### config.mk
export PLATFORM = sky130hd
export DESIGN_NAME = rtc_alarm_multi
export DESIGN_NICKNAME = d
export VERILOG_FILES = /design/src/rtl/rtc_pkg.sv /design/src/rtl/rtc_tick_gen.sv /design/src/rtl/rtc_alarm_multi.sv
export SDC_FILE = /design/constraint.sdc
export NUM_CORES = 1
export LEC_CHECK = 0
export CORE_UTILIZATION = 38
export DETAILED_ROUTE_END_ITERATION = 10
export PLACE_DENSITY = 0.59
export RECOVER_POWER = 50
export SETUP_SLACK_MARGIN = 0.5
export SKIP_LAST_GASP = 1
export SYNTH_ARGS = -nofsm -noshare
export SYNTH_HDL_FRONTEND = slang
export SYNTH_HIERARCHICAL = 1
export SYNTH_SLANG_ARGS = --single-unit
### constraint.sdc
create_clock -name i_clk -period 3.2 [get_ports i_clk]
set_input_delay 0.32 -clock i_clk [delete_from_list [all_inputs] [get_ports i_clk]]
set_output_delay 0.32 -clock i_clk [all_outputs]
set_load 0.03 [all_outputs]
### src/rtl/rtc_pkg.sv
// rtc_pkg: shared widths, limits, time/alarm types and FSM states for the multi-alarm RTC
package rtc_pkg;
  localparam int HOURS_W = 5;
  localparam int MINS_W = 6;
  localparam logic [HOURS_W-1:0] MAX_HH = 5'd23;
  localparam logic [MINS_W-1:0] MAX_MS = 6'd59;
  typedef struct packed {
    logic [HOURS_W-1:0] hh;
    logic [MINS_W-1:0] mm;
    logic [MINS_W-1:0] ss;
  } rtc_time_t;
  typedef struct packed {
    rtc_time_t t;
    logic en;
  } alarm_t;
  typedef enum logic [1:0] {IDLE, RINGING, SNOOZED} state_e;
  function automatic logic time_ok(input rtc_time_t t);
    return t.hh <= MAX_HH && t.mm <= MAX_MS && t.ss <= MAX_MS;
  endfunction
endpackage

### src/rtl/rtc_tick_gen.sv
// rtc_tick_gen: divides the system clock into a one-cycle 1 Hz enable pulse
module rtc_tick_gen #(
  parameter int CLK_HZ = 125000000
) (
  input  logic i_clk,
  input  logic i_reset_n,
  input  logic i_run,
  input  logic i_clear,
  output logic o_tick
);
  localparam int DIV_W = CLK_HZ > 1 ? $clog2(CLK_HZ) : 1;
  localparam logic [DIV_W-1:0] LAST = DIV_W'(CLK_HZ - 1);
  logic [DIV_W-1:0] r_cnt;
  assign o_tick = i_run && r_cnt == LAST;
  // divider counts only while running; clear restarts a full second
  always_ff @(posedge i_clk or negedge i_reset_n)
    if (!i_reset_n) r_cnt <= '0;
    else if (i_clear || o_tick) r_cnt <= '0;
    else if (i_run) r_cnt <= r_cnt + 1'b1;
endmodule

### src/rtl/rtc_alarm_multi.sv
// rtc_alarm_multi: real-time clock with N alarm channels, ring timeout, snooze and 12/24 h display
module rtc_alarm_multi import rtc_pkg::*; #(
  parameter int CLK_HZ = 125000000,
  parameter int NUM_ALARMS = 4,
  parameter int RING_SECS = 60,
  parameter int SNOOZE_SECS = 300,
  localparam int AW = NUM_ALARMS > 1 ? $clog2(NUM_ALARMS) : 1
) (
  input  logic                  i_clk,
  input  logic                  i_reset_n,
  input  logic                  i_run,
  input  logic                  i_set_time,
  input  logic [4:0]            i_set_hh,
  input  logic [5:0]            i_set_mm,
  input  logic [5:0]            i_set_ss,
  input  logic                  i_alarm_wr,
  input  logic [AW-1:0]         i_alarm_sel,
  input  logic                  i_alarm_en_in,
  input  logic                  i_ack,
  input  logic                  i_snooze,
  input  logic                  i_mode_12h,
  output logic                  o_tick_1hz,
  output logic [4:0]            o_hours,
  output logic [5:0]            o_mins,
  output logic [5:0]            o_secs,
  output logic [4:0]            o_disp_hours,
  output logic                  o_pm,
  output logic                  o_buzzer,
  output logic [NUM_ALARMS-1:0] o_alarm_hit,
  output logic                  o_set_err
);
  localparam int RW = $clog2(RING_SECS + 1);
  localparam int SW = $clog2(SNOOZE_SECS + 1);
  rtc_time_t r_time, w_next, w_set;
  alarm_t r_alarm [NUM_ALARMS];
  state_e r_state, w_state;
  logic [RW-1:0] r_ring, w_ring;
  logic [SW-1:0] r_snz, w_snz;
  logic [NUM_ALARMS-1:0] r_hit, w_hit, w_match;
  logic w_tick, w_load, w_store, w_bad, w_hit_ev, w_s_wrap, w_m_wrap, r_buzzer, r_err;
  assign w_set = '{hh: i_set_hh, mm: i_set_mm, ss: i_set_ss};
  assign w_load = i_set_time && time_ok(w_set);
  assign w_store = i_alarm_wr && time_ok(w_set) && int'(i_alarm_sel) < NUM_ALARMS;
  assign w_bad = (i_set_time && !w_load) || (i_alarm_wr && !w_store);
  rtc_tick_gen #(.CLK_HZ(CLK_HZ)) u_tick (
    .i_clk(i_clk), .i_reset_n(i_reset_n), .i_run(i_run), .i_clear(w_load), .o_tick(w_tick)
  );
  assign w_s_wrap = r_time.ss == MAX_MS;
  assign w_m_wrap = r_time.mm == MAX_MS;
  // time value one second ahead, used both for the update and for alarm matching
  always_comb begin
    w_next.ss = w_s_wrap ? '0 : r_time.ss + 1'b1;
    w_next.mm = w_s_wrap ? (w_m_wrap ? '0 : r_time.mm + 1'b1) : r_time.mm;
    w_next.hh = (w_s_wrap && w_m_wrap) ? (r_time.hh == MAX_HH ? '0 : r_time.hh + 1'b1) : r_time.hh;
  end
  for (genvar g = 0; g < NUM_ALARMS; g++) begin : g_match
    assign w_match[g] = r_alarm[g].en && r_alarm[g].t == w_next;
  end
  // a load replaces the tick's time update, so it can never fire an alarm
  assign w_hit_ev = w_tick && !w_load && |w_match;
  // alarm FSM next state; ack dominates snooze, timeout and fresh matches
  always_comb begin
    w_state = r_state;
    w_ring = r_ring;
    w_snz = r_snz;
    w_hit = w_hit_ev ? r_hit | w_match : r_hit;
    case (r_state)
      IDLE: if (w_hit_ev) begin w_state = RINGING; w_ring = '0; end
      RINGING:
        if (i_ack) begin w_state = IDLE; w_hit = '0; end
        else if (i_snooze) begin w_state = SNOOZED; w_snz = '0; end
        else if (w_hit_ev) w_ring = '0;
        else if (w_tick) begin
          w_ring = r_ring + 1'b1;
          w_state = r_ring == RW'(RING_SECS - 1) ? IDLE : RINGING;
        end
      SNOOZED:
        if (i_ack) begin w_state = IDLE; w_hit = '0; end
        else if (w_hit_ev) begin w_state = RINGING; w_ring = '0; end
        else if (w_tick) begin
          w_snz = r_snz + 1'b1;
          w_state = r_snz == SW'(SNOOZE_SECS - 1) ? RINGING : SNOOZED;
          w_ring = r_snz == SW'(SNOOZE_SECS - 1) ? '0 : r_ring;
        end
      default: w_state = IDLE;
    endcase
  end
  // time, FSM, buzzer and error pulse registers
  always_ff @(posedge i_clk or negedge i_reset_n)
    if (!i_reset_n) begin
      r_time <= '0;
      r_state <= IDLE;
      r_ring <= '0;
      r_snz <= '0;
      r_hit <= '0;
      r_buzzer <= 1'b0;
      r_err <= 1'b0;
    end else begin
      r_time <= w_load ? w_set : w_tick ? w_next : r_time;
      r_state <= w_state;
      r_ring <= w_ring;
      r_snz <= w_snz;
      r_hit <= w_hit;
      r_buzzer <= w_state == RINGING;
      r_err <= w_bad;
    end
  // alarm channel storage
  always_ff @(posedge i_clk or negedge i_reset_n)
    if (!i_reset_n) begin
      for (int i = 0; i < NUM_ALARMS; i++) r_alarm[i] <= '0;
    end else if (w_store) r_alarm[i_alarm_sel] <= '{t: w_set, en: i_alarm_en_in};
  assign o_tick_1hz = w_tick;
  assign o_hours = r_time.hh;
  assign o_mins = r_time.mm;
  assign o_secs = r_time.ss;
  assign o_buzzer = r_buzzer;
  assign o_alarm_hit = r_hit;
  assign o_set_err = r_err;
  assign o_pm = r_time.hh >= 5'd12;
  assign o_disp_hours = !i_mode_12h ? r_time.hh : r_time.hh == 5'd0 ? 5'd12 :
                        r_time.hh > 5'd12 ? r_time.hh - 5'd12 : r_time.hh;
endmodule

==> metrics.md <==
| Metric | Value |
|---|---|
| Outcome | finished with violations |
| Failing checks | capacitance limit, slew limit, setup timing |
| Fin crit period | 3349 ps |
| H-tree Lvls | 4 |
| Row count | 58 |
| Ratio of cells with drive above 1 in the final layout | 0.3247 |
| Fin nets | around 1400 |
| IO buf count | 57 |
| Least-Margin Pin Slew | ~1700 ps |
| GPL Wtd Cong | 0.9733 |
| Setup violators final | 14 |
| WL final | roughly 37 mm |
| Seq cells post-synth | about 140 |
| Worst Slack Setup Final | -149.1 ps |
| Via density | roughly 6.0 |
| Max Clk Rate | about 300 MHz |
| Clock skew | between 15 and 20 ps |
| Pre-CTS setup slack | -163.3 ps |
| N_diodes | 0 |
| Worst slew margin | -0.1154 |
| EDFF count, synth | 0 |
| Fin crit share | 1.047 |
| PnR Total Power | ~7.0 mW |
| First-pass DRT Iterations | 5 |
| First-pass GRT wire length | around 57 mm |
| Worst-path fanout max | 12 |
| Post-Syn Instances | 1120 |
| Die Wd | 164.0 µm |
| Via count | ~10000 |
| RSZ-0062 raised after global routing | yes |
| Post-Route Setup TNS | -790.0 ps |
| Hold Worst Slack | 491.2 ps |
| Placed inst area | 12390 µm² |
| Largest area contributor in the netlist | dfrtp_1 |
| I/O Pins | 58 |
| Crit path arrival time | between 3000 and 4000 ps |
| Netlist cell types | 90 |
| Mapped Area | 9975 µm² |
| CTS sink cnt | about 140 |
| Req. time, crit path | between 3000 and 4000 ps |
| Starting density of the core | 0.3916 |
| Max Root-Sink Buffers | 2 |
| Worst vdd ir | ~0.35 mV |
| Final Max Tran Viols | 67 |
| CTS root buf | clkbuf_16 |
| Synth top area share | 0.3487 |
| Wire per inst | 22.07 µm |
| Drt initial violations | approximately 850 |
| Main synth FF type | dfrtp_1 |
| Die H | roughly 160 µm |
| Share of flip-flops with an asynchronous set or reset | 1.000 |
| Pin count of the biggest net entering global routing | between 60 and 70 |
| HPWL after detailed placement | 27.44 mm |
| Clock latency on the worst-skew pair | 440 ps |
| Vias in the first global route | between 9000 and 10000 |
| Core Area | ~25000 µm² |
| Ranking of synthesized cells by area | dfrtp_1, mux2_2, nand2_1, a21oi_1, xnor2_1 |
| HP Class | in2reg |
| Seq/Total Area, Yosys | 0.3487 |
| Critical Path Source Type | register |
| Clock transition at path regs | about 70 ps |
| CTS tree | done |
| Syn-to-layout area delta | 36.10% |
| Post-synth top cells | dfrtp_1, nand2_1, mux2_2, nor2_1, a21oi_1 |
| TritonCTS Buffers | 17 |
| Total GRT Usage | 0.2839 |
| Synth Area per Inst | 8.906 µm² |
| Antenna violations before repair | 0 |
| Maxcap violations | 1 |
| Die area | 26900 µm² |
| Synth warn | 6 |
| Crit path kind | reg2reg |
| Fin area | about 14000 µm² |
| Syn Nets | 1163 |
| DRC | 0 |
| Endpoints failing hold | 0 |
| LEAKAGE | 5.556 nW |
| Grt total ovfl | 0 |
| Most frequent cell after synthesis | dfrtp_1 |
| Crit. End Element | register |
| Routed Antenna Nets | 0 |
| Pwr per Cell Area | between 500 and 600 nW/µm² |
## cell usage in the layout, fill, tap and decap left out, drive strengths merged, types with 19 or more instances in the layout
cell	n
inv	34
dfrtp	139
nor2b	19
nor4	26
and3	21
xor2	24
nand3	46
a21oi	60
xnor2	31
clkdlybuf4s50	44
nand2	95
nor2	70
o21ai	56
clkbuf	23
buf	214
or4	25
nand4	36
nand2b	23
nor3	37
mux2	70
## final timing paths
path,startpoint,endpoint,slack (ps),depth (start not counted)
max,o_secs[1],o_buzzer,-150,13
min,i_set_time,o_set_err,490,3
max reg2reg,o_secs[1],o_buzzer,-150,13
min reg2reg,r_snz[8],r_snz[8],520,2
max in group asynchronous,i_reset_n,r_snz[5],680,3
min in group asynchronous,i_reset_n,r_alarm[60],870,2
## flip-flops by register name (all words and copies together), names as in the netlist
signal,cells
o_set_err,1
r_ring,6
o_hours,5
o_buzzer,1
r_state,2
o_alarm_hit,4
u_tick/r_cnt,27
r_snz,9
o_mins,6
o_secs,6
r_alarm,72
## metal layers
layer	GRT usage	up-vias	wire length (µm)
met5	0	-	0
met4	0.1006	0	1197
met3	0.06061	70	2571
met1	0.3973	4989	17020
met2	0.4299	382	16320
li1	-	4647	-
## power by group
| part | internal [mW] | switching, mW |
|---|---|---|
| clock | 1.07 | 0.970 |
| sequential | 2.01 | 0.359 |
| combinational | 1.21 | 1.39 |
## stage by stage
stage,util,instances
CTS,0.5244,1666
detailed placement,0.4865,1616
floorplan,-,1120
finish,0.5330,1682
global placement,0.4865,1616
global route,0.5330,1682
## cells by family (layout without fill, tap and decap cells)
group                    after synthesis  after routing  synth area share
XOR/XNOR                              55             55           0.04829
buffers and inverters                101            333           0.04240
AND/OR/NAND/NOR                      464            464            0.2627
AO/OA/AOI/OAI                        260            260            0.1828
adder cells (fa/ha/maj)               15             15           0.01882
multiplexers                          86             86           0.09634
flip-flops                           139            139            0.3487
## area by class of cell
cell class,count,area (µm²)
Timing Repair Buffer,274,2362
Inverter,27,102.6
Multi-Input combinational cell,880,6585
Clock inverter,15,188.9
Tap cell,330,412.9
Fill cell,2321,11900
Clock buffer,17,425.4
Sequential cell,139,3498
## critical path: stages (launching register included)
cell and delay, ps:
dfrtp_2 430, ha_4 190, buf_12 130, nand3b_1 170, nor2_2 70, buf_6 160
a31oi_1 290, nand4_1 190, or4_4 570, nor4_4 360, o41ai_4 120, mux2_4 320
a21oi_2 140, and2b_1 130
## timing repair
item | 4_1_cts | 5_1_grt
gates resized for setup | 49 | 36
hold endpoints to repair | 63 | 0
pin swaps | 21 | 17
cloned | 1 | 0
hold buffers | 1 | 0
buffers inserted | 16 | 16
endpoints found under the setup margin | 29 | 29
Power figures use the tool's default switching activity.
==> variant 1, RTL diff (same flow settings) <==
The output `o_buzzer` loses its register stage (`r_buzzer` becomes a continuous assignment).
--- a/src/rtl/rtc_alarm_multi.sv
+++ b/src/rtl/rtc_alarm_multi.sv
@@ -93,7 +93,6 @@
       r_ring <= '0;
       r_snz <= '0;
       r_hit <= '0;
-      r_buzzer <= 1'b0;
       r_err <= 1'b0;
     end else begin
       r_time <= w_load ? w_set : w_tick ? w_next : r_time;
@@ -101,9 +100,10 @@
       r_ring <= w_ring;
       r_snz <= w_snz;
       r_hit <= w_hit;
-      r_buzzer <= w_state == RINGING;
       r_err <= w_bad;
     end
+
+  assign r_buzzer = w_state == RINGING;
   // alarm channel storage
   always_ff @(posedge i_clk or negedge i_reset_n)
     if (!i_reset_n) begin
Function: no difference found for any inputs over 10 cycles, from zero or initial values and one cycle with i_reset_n low; that may be too few to reach the edited logic, so the function may still have changed.
==> variant 1 against the unedited design <==
The flow still finishes with violations (max-capacitance violations, max-slew violations, negative setup slack); sequential cell count is 1 lower; worst setup slack worse by 0.79 ns; synthesized area is 0.25% lower; final area is 6.5% higher; synthesized cell count hardly changed; non-clock buffer count is 97 higher; total power is 5.2% higher; wire length is 7.7% higher; critical path type is now flip-flop to output pin; largest power group unchanged.
==> variant 1: results (changes against the unedited design) <==
- Critical path startpoint: o_mins[0]
- Status: finished, violations left
- Worst reg2reg path startpoint: o_mins[0]
- Pins Over Slew Limit: 66 (-1.5%)
- # setup viols final: 14 (unchanged)
- Post-CTS Setup Bufs: 50 (+34)
- Synth Area in XOR/XNOR: 4.84% (+0.012 points)
- First-pass GRT wire length: 61.9 mm (+7.9%)
- DP HPWL: 29.3 mm (+6.9%)
- PnR worst setup slack: -0.944 ns (-0.795 ns)
- Final-layout non-clock buffer area share: 21.6% (+4.2 points)
- Leakage power: 6.07 nW (+9.3%)
- Worst R2R Setup Slack: -0.67 ns (-0.52 ns)
- Worst Reg-to-Reg Cells: 25 (+12)
- Syn_area_per_cell: 8.89 sq um (-0.16%)
- Register share of the cell area: 24.0% (-1.7 points)
- Finished Layout Cells: 1779 (+5.8%)
- Synthesized instance count: 1119 (-0.089%)
- Vias in the first global route: 10500 (+8.1%)
- Dpl cell area: 12700 sq um (+2.8%)
- Diode count: 1 (+1)
- Synth top area cells: dfrtp_1, mux2_2, nand2_1
- Worst Clk Skew: 0.0156 ns (+0.000583 ns)
- Buffers, non-clock: 371 (+35%)
- Failing checks: max-capacitance violations, max-slew violations, negative setup slack
- Max VDD drop: 0.351 mV (+0.64%)
- Count of clock tree sinks: 138 (-0.72%)
- Seq pwr: 0.00231 W (-3%)
- Int Pwr: 0.00457 W (+6.7%)
- Initial antenna violation count: 1 (+1)
- Global Route Usage Sum: 30.8% (+2.5 points)
- DRT iter0 DRCs: 842 (-0.82%)
- Adder-cell share of the synthesized area: 1.89% (+0.0047 points)
- Max-capacitance violation count: 1 (unchanged)
- FF-to-FF End: r_snz[0]
- Nets: 1478 (+6.9%)
- Layout cells sized above 1: 38.9% (+6.4 points)
- Fraction of area in multi-input gates: 46.7% (-1.8 points)
[variant 1: worst min path at each step]
stage | to | slack (ns) | cells past startpoint
after floorplan | o_alarm_hit[0] | 0.02 | 0
after global routing | o_set_err | 0.54 | 3
final | o_set_err | 0.50 | 3
after global placement | r_alarm[5] | 0.37 | 1
after CTS | r_alarm[55] | 0.49 | 2
after detailed placement | r_alarm[59] | 0.38 | 1
[variant 1: critical path, cell delays in order (launching register included)]
cell and delay (ns):
dfrtp_2 0.40, ha_4 0.19, nand2_4 0.08, nor4_4 0.29
buf_4 0.17, buf_12 0.09, a211o_1 0.10, nand4_1 0.17
or4_4 0.59, nor4_4 0.40, o41ai_4 0.15, mux2i_1 0.14
o21ai_1 0.21, and2b_2 0.26, buf_6 0.13
[variant 1: per-layer routing]
layer  share of wire (%)  GRT usage (%)  up-vias
met4                 3.8           12.8        0
met2                  46           49.2      372
met1                  44           40.7     5213
li1                    -              -     4858
met5                   0              0        -
met3                 6.1           6.16       87
==> variant 2, RTL diff (config.mk and constraints unchanged) <==
Made on the original files. Change the parameter `RING_SECS` from 60 to 120.
--- a/src/rtl/rtc_alarm_multi.sv
+++ b/src/rtl/rtc_alarm_multi.sv
@@ -2,7 +2,7 @@
 module rtc_alarm_multi import rtc_pkg::*; #(
   parameter int CLK_HZ = 125000000,
   parameter int NUM_ALARMS = 4,
-  parameter int RING_SECS = 60,
+  parameter int RING_SECS = 120,
   parameter int SNOOZE_SECS = 300,
   localparam int AW = NUM_ALARMS > 1 ? $clog2(NUM_ALARMS) : 1
 ) (
Check against the original RTL: no difference found for any inputs over 10 cycles, from zero or initial values and one cycle with i_reset_n low; that may be too few to reach the edited logic, so the function may still have changed.
==> variant 2 against the unedited design <==
The run still ends with max-capacitance violations, max-slew violations, negative setup slack left; critical path depth is 1 higher; clock skew down 0.0021 ns; worst setup slack improved by 0.049 ns; wire length shrank 8.7%; synthesized area shrank 4.2%; final area is 0.87% lower; count of clock-buffer cells in the layout is the same; non-clock buffer count up 18; combinational power up 2%; sequential cell count rose by 1; die area shrank 4.1%; total power increased by 1.5%.
==> variant 2: results (changes against the unedited design) <==
- WP data arrival: 3.68 ns (-0.04 ns)
- Global Route Usage Sum: 27.1% (-1.3 points)
- CP Max Fanout: 6 (-6)
- Pin count of the biggest net entering global routing: 72 (+7.5%)
- Placed Instances: 1571 (-2.8%)
- # setup viols final: 9 (-5)
- Total wire length: 33.9 mm (-8.7%)
- Gpl congestion: 1.02 (+4.3%)
- Max VDD drop: 0.327 mV (-6.3%)
- Post-Place Worst Slack: -0.252 ns (-0.0891 ns)
- Initial antenna violation count: 1 (+1)
- Finished Layout Cells: 1628 (-3.2%)
- Nets: 1333 (-3.5%)
- DRT iter0 DRCs: 686 (-19%)
- Worst Clk Skew: 0.0130 ns (-0.00211 ns)
- Failing checks: max-capacitance violations, max-slew violations, negative setup slack
- PnR worst setup slack: -0.0998 ns (+0.0493 ns)
- Slew headroom: -20.7% (-9.2 points)
- DP HPWL: 25.4 mm (-7.5%)
- Synthesized Nets: 1082 (-7.0%)
- Status: finished, violations left
- Leakage power: 5.52 nW (-0.72%)
- Max-capacitance violation count: 1 (unchanged)
- Netlist cell types: 84 (-6.7%)
- Fillers: 2186 (-5.8%)
- Layout cells sized above 1: 37.8% (+5.3 points)
- Min-Delay Path Class: flip-flop to flip-flop
- Vias in the first global route: 9159 (-6.1%)
- Synthesized instance count: 1039 (-7.2%)
- Vias per inst: 5.83 (-2.8%)
- Pins Over Slew Limit: 72 (+7.5%)
- Synth top area cells: dfrtp_1, mux2_2, o21ai_0
-- variant 2: cell count changes in the layout (fill, tap and decap cells not counted), moves of 10 or more --
cell / change
nand2_1: -26
nor2_1: +10
a21oi_1: -15
nand2b_1: -11
dfrtp_1: +10
buf_4: +16
nor3_1: -19
-- variant 2: power breakdown --
part           leakage [nW]  switching, W  internal, W  total [W]
Combinational          3.46       0.00139      0.00125    0.00264
Sequential             1.76      0.000330      0.00203    0.00236
Clock                 0.298      0.000974      0.00113    0.00211
Total                  5.52       0.00270      0.00441    0.00711
-- variant 2: cells by family after synthesis --
kind of cell	synth area share (%)
AND/OR/NAND/NOR	24.8
AO/OA/AOI/OAI	16.4
flip-flops	36.7
buffers and inverters	4.40
multiplexers	9.96
XOR/XNOR	5.88
adder cells (fa/ha/maj)	1.96
-- variant 2: final cells by class --
class	count	share of cell area, %
multi-input cells	810	47.1
flip-flops and latches	140	26.1
repair buffers	292	18.3
clock buffers	17	3.16
well taps	324	3.01
clock inverters	15	1.49
inverters	29	0.837
diodes	1	0.0186
-- variant 2: what timing repair did --
action                     4_1_cts  5_1_grt
hold endpoints to repair        69        0
gates resized for setup        102       80
hold buffers                     1        0
pin swaps                       18       20
buffers inserted                18        5
setup endpoints to repair       27       33
-- variant 2: through the flow --
step                hold WS, ns  setup TNS (ns)  util (%)  area (sq um)  power [W]
CTS                       0.474         -0.0559      53.7         13100    0.00702
global route              0.496           -3.01      55.0         13500    0.00745
detailed placement        0.390           -3.75      48.7         11900    0.00472
global placement          0.387           -3.61      48.7         11900    0.00470
finish                    0.488          -0.340      55.0         13500    0.00711
floorplan                0.0244           -1.81         -          9610    0.00356
-- variant 2: worst max-delay path: stages (launching register included) --
cell and delay [ns]:
dfrtp_2 0.39, ha_4 0.17, and4b_2 0.29, buf_6 0.12
nand2_4 0.06, buf_4 0.14, or4_4 0.47, nand3_2 0.10
o211ai_1 0.10, or3_1 0.39, or4_4 0.42, nand3b_1 0.16
o21ai_2 0.08, a41oi_2 0.17, and3_1 0.17
-- variant 2: path summary, 6_finish.rpt --
| kind | slack [ns] | from | end | cells past startpoint |
|---|---|---|---|---|
| setup / recovery | -0.1 | o_mins[1] | o_buzzer | 14 |
| setup reg to reg | -0.1 | o_mins[1] | o_buzzer | 14 |
| min in group asynchronous | 0.91 | i_reset_n | r_alarm[0] | 2 |
| max in group asynchronous | 0.61 | i_reset_n | o_hours[3] | 3 |
| hold / removal | 0.49 | r_ring[6] | r_ring[6] | 1 |
| hold reg to reg | 0.49 | r_ring[6] | r_ring[6] | 1 |
-- variant 2: per-layer routing --
metal	track usage, %	vias up	wire, microns
met5	0	-	0
met4	9.35	0	1110
met3	4.83	73	2050
met2	41.8	345	15400
met1	38.0	4695	15400
li1	-	4380	-
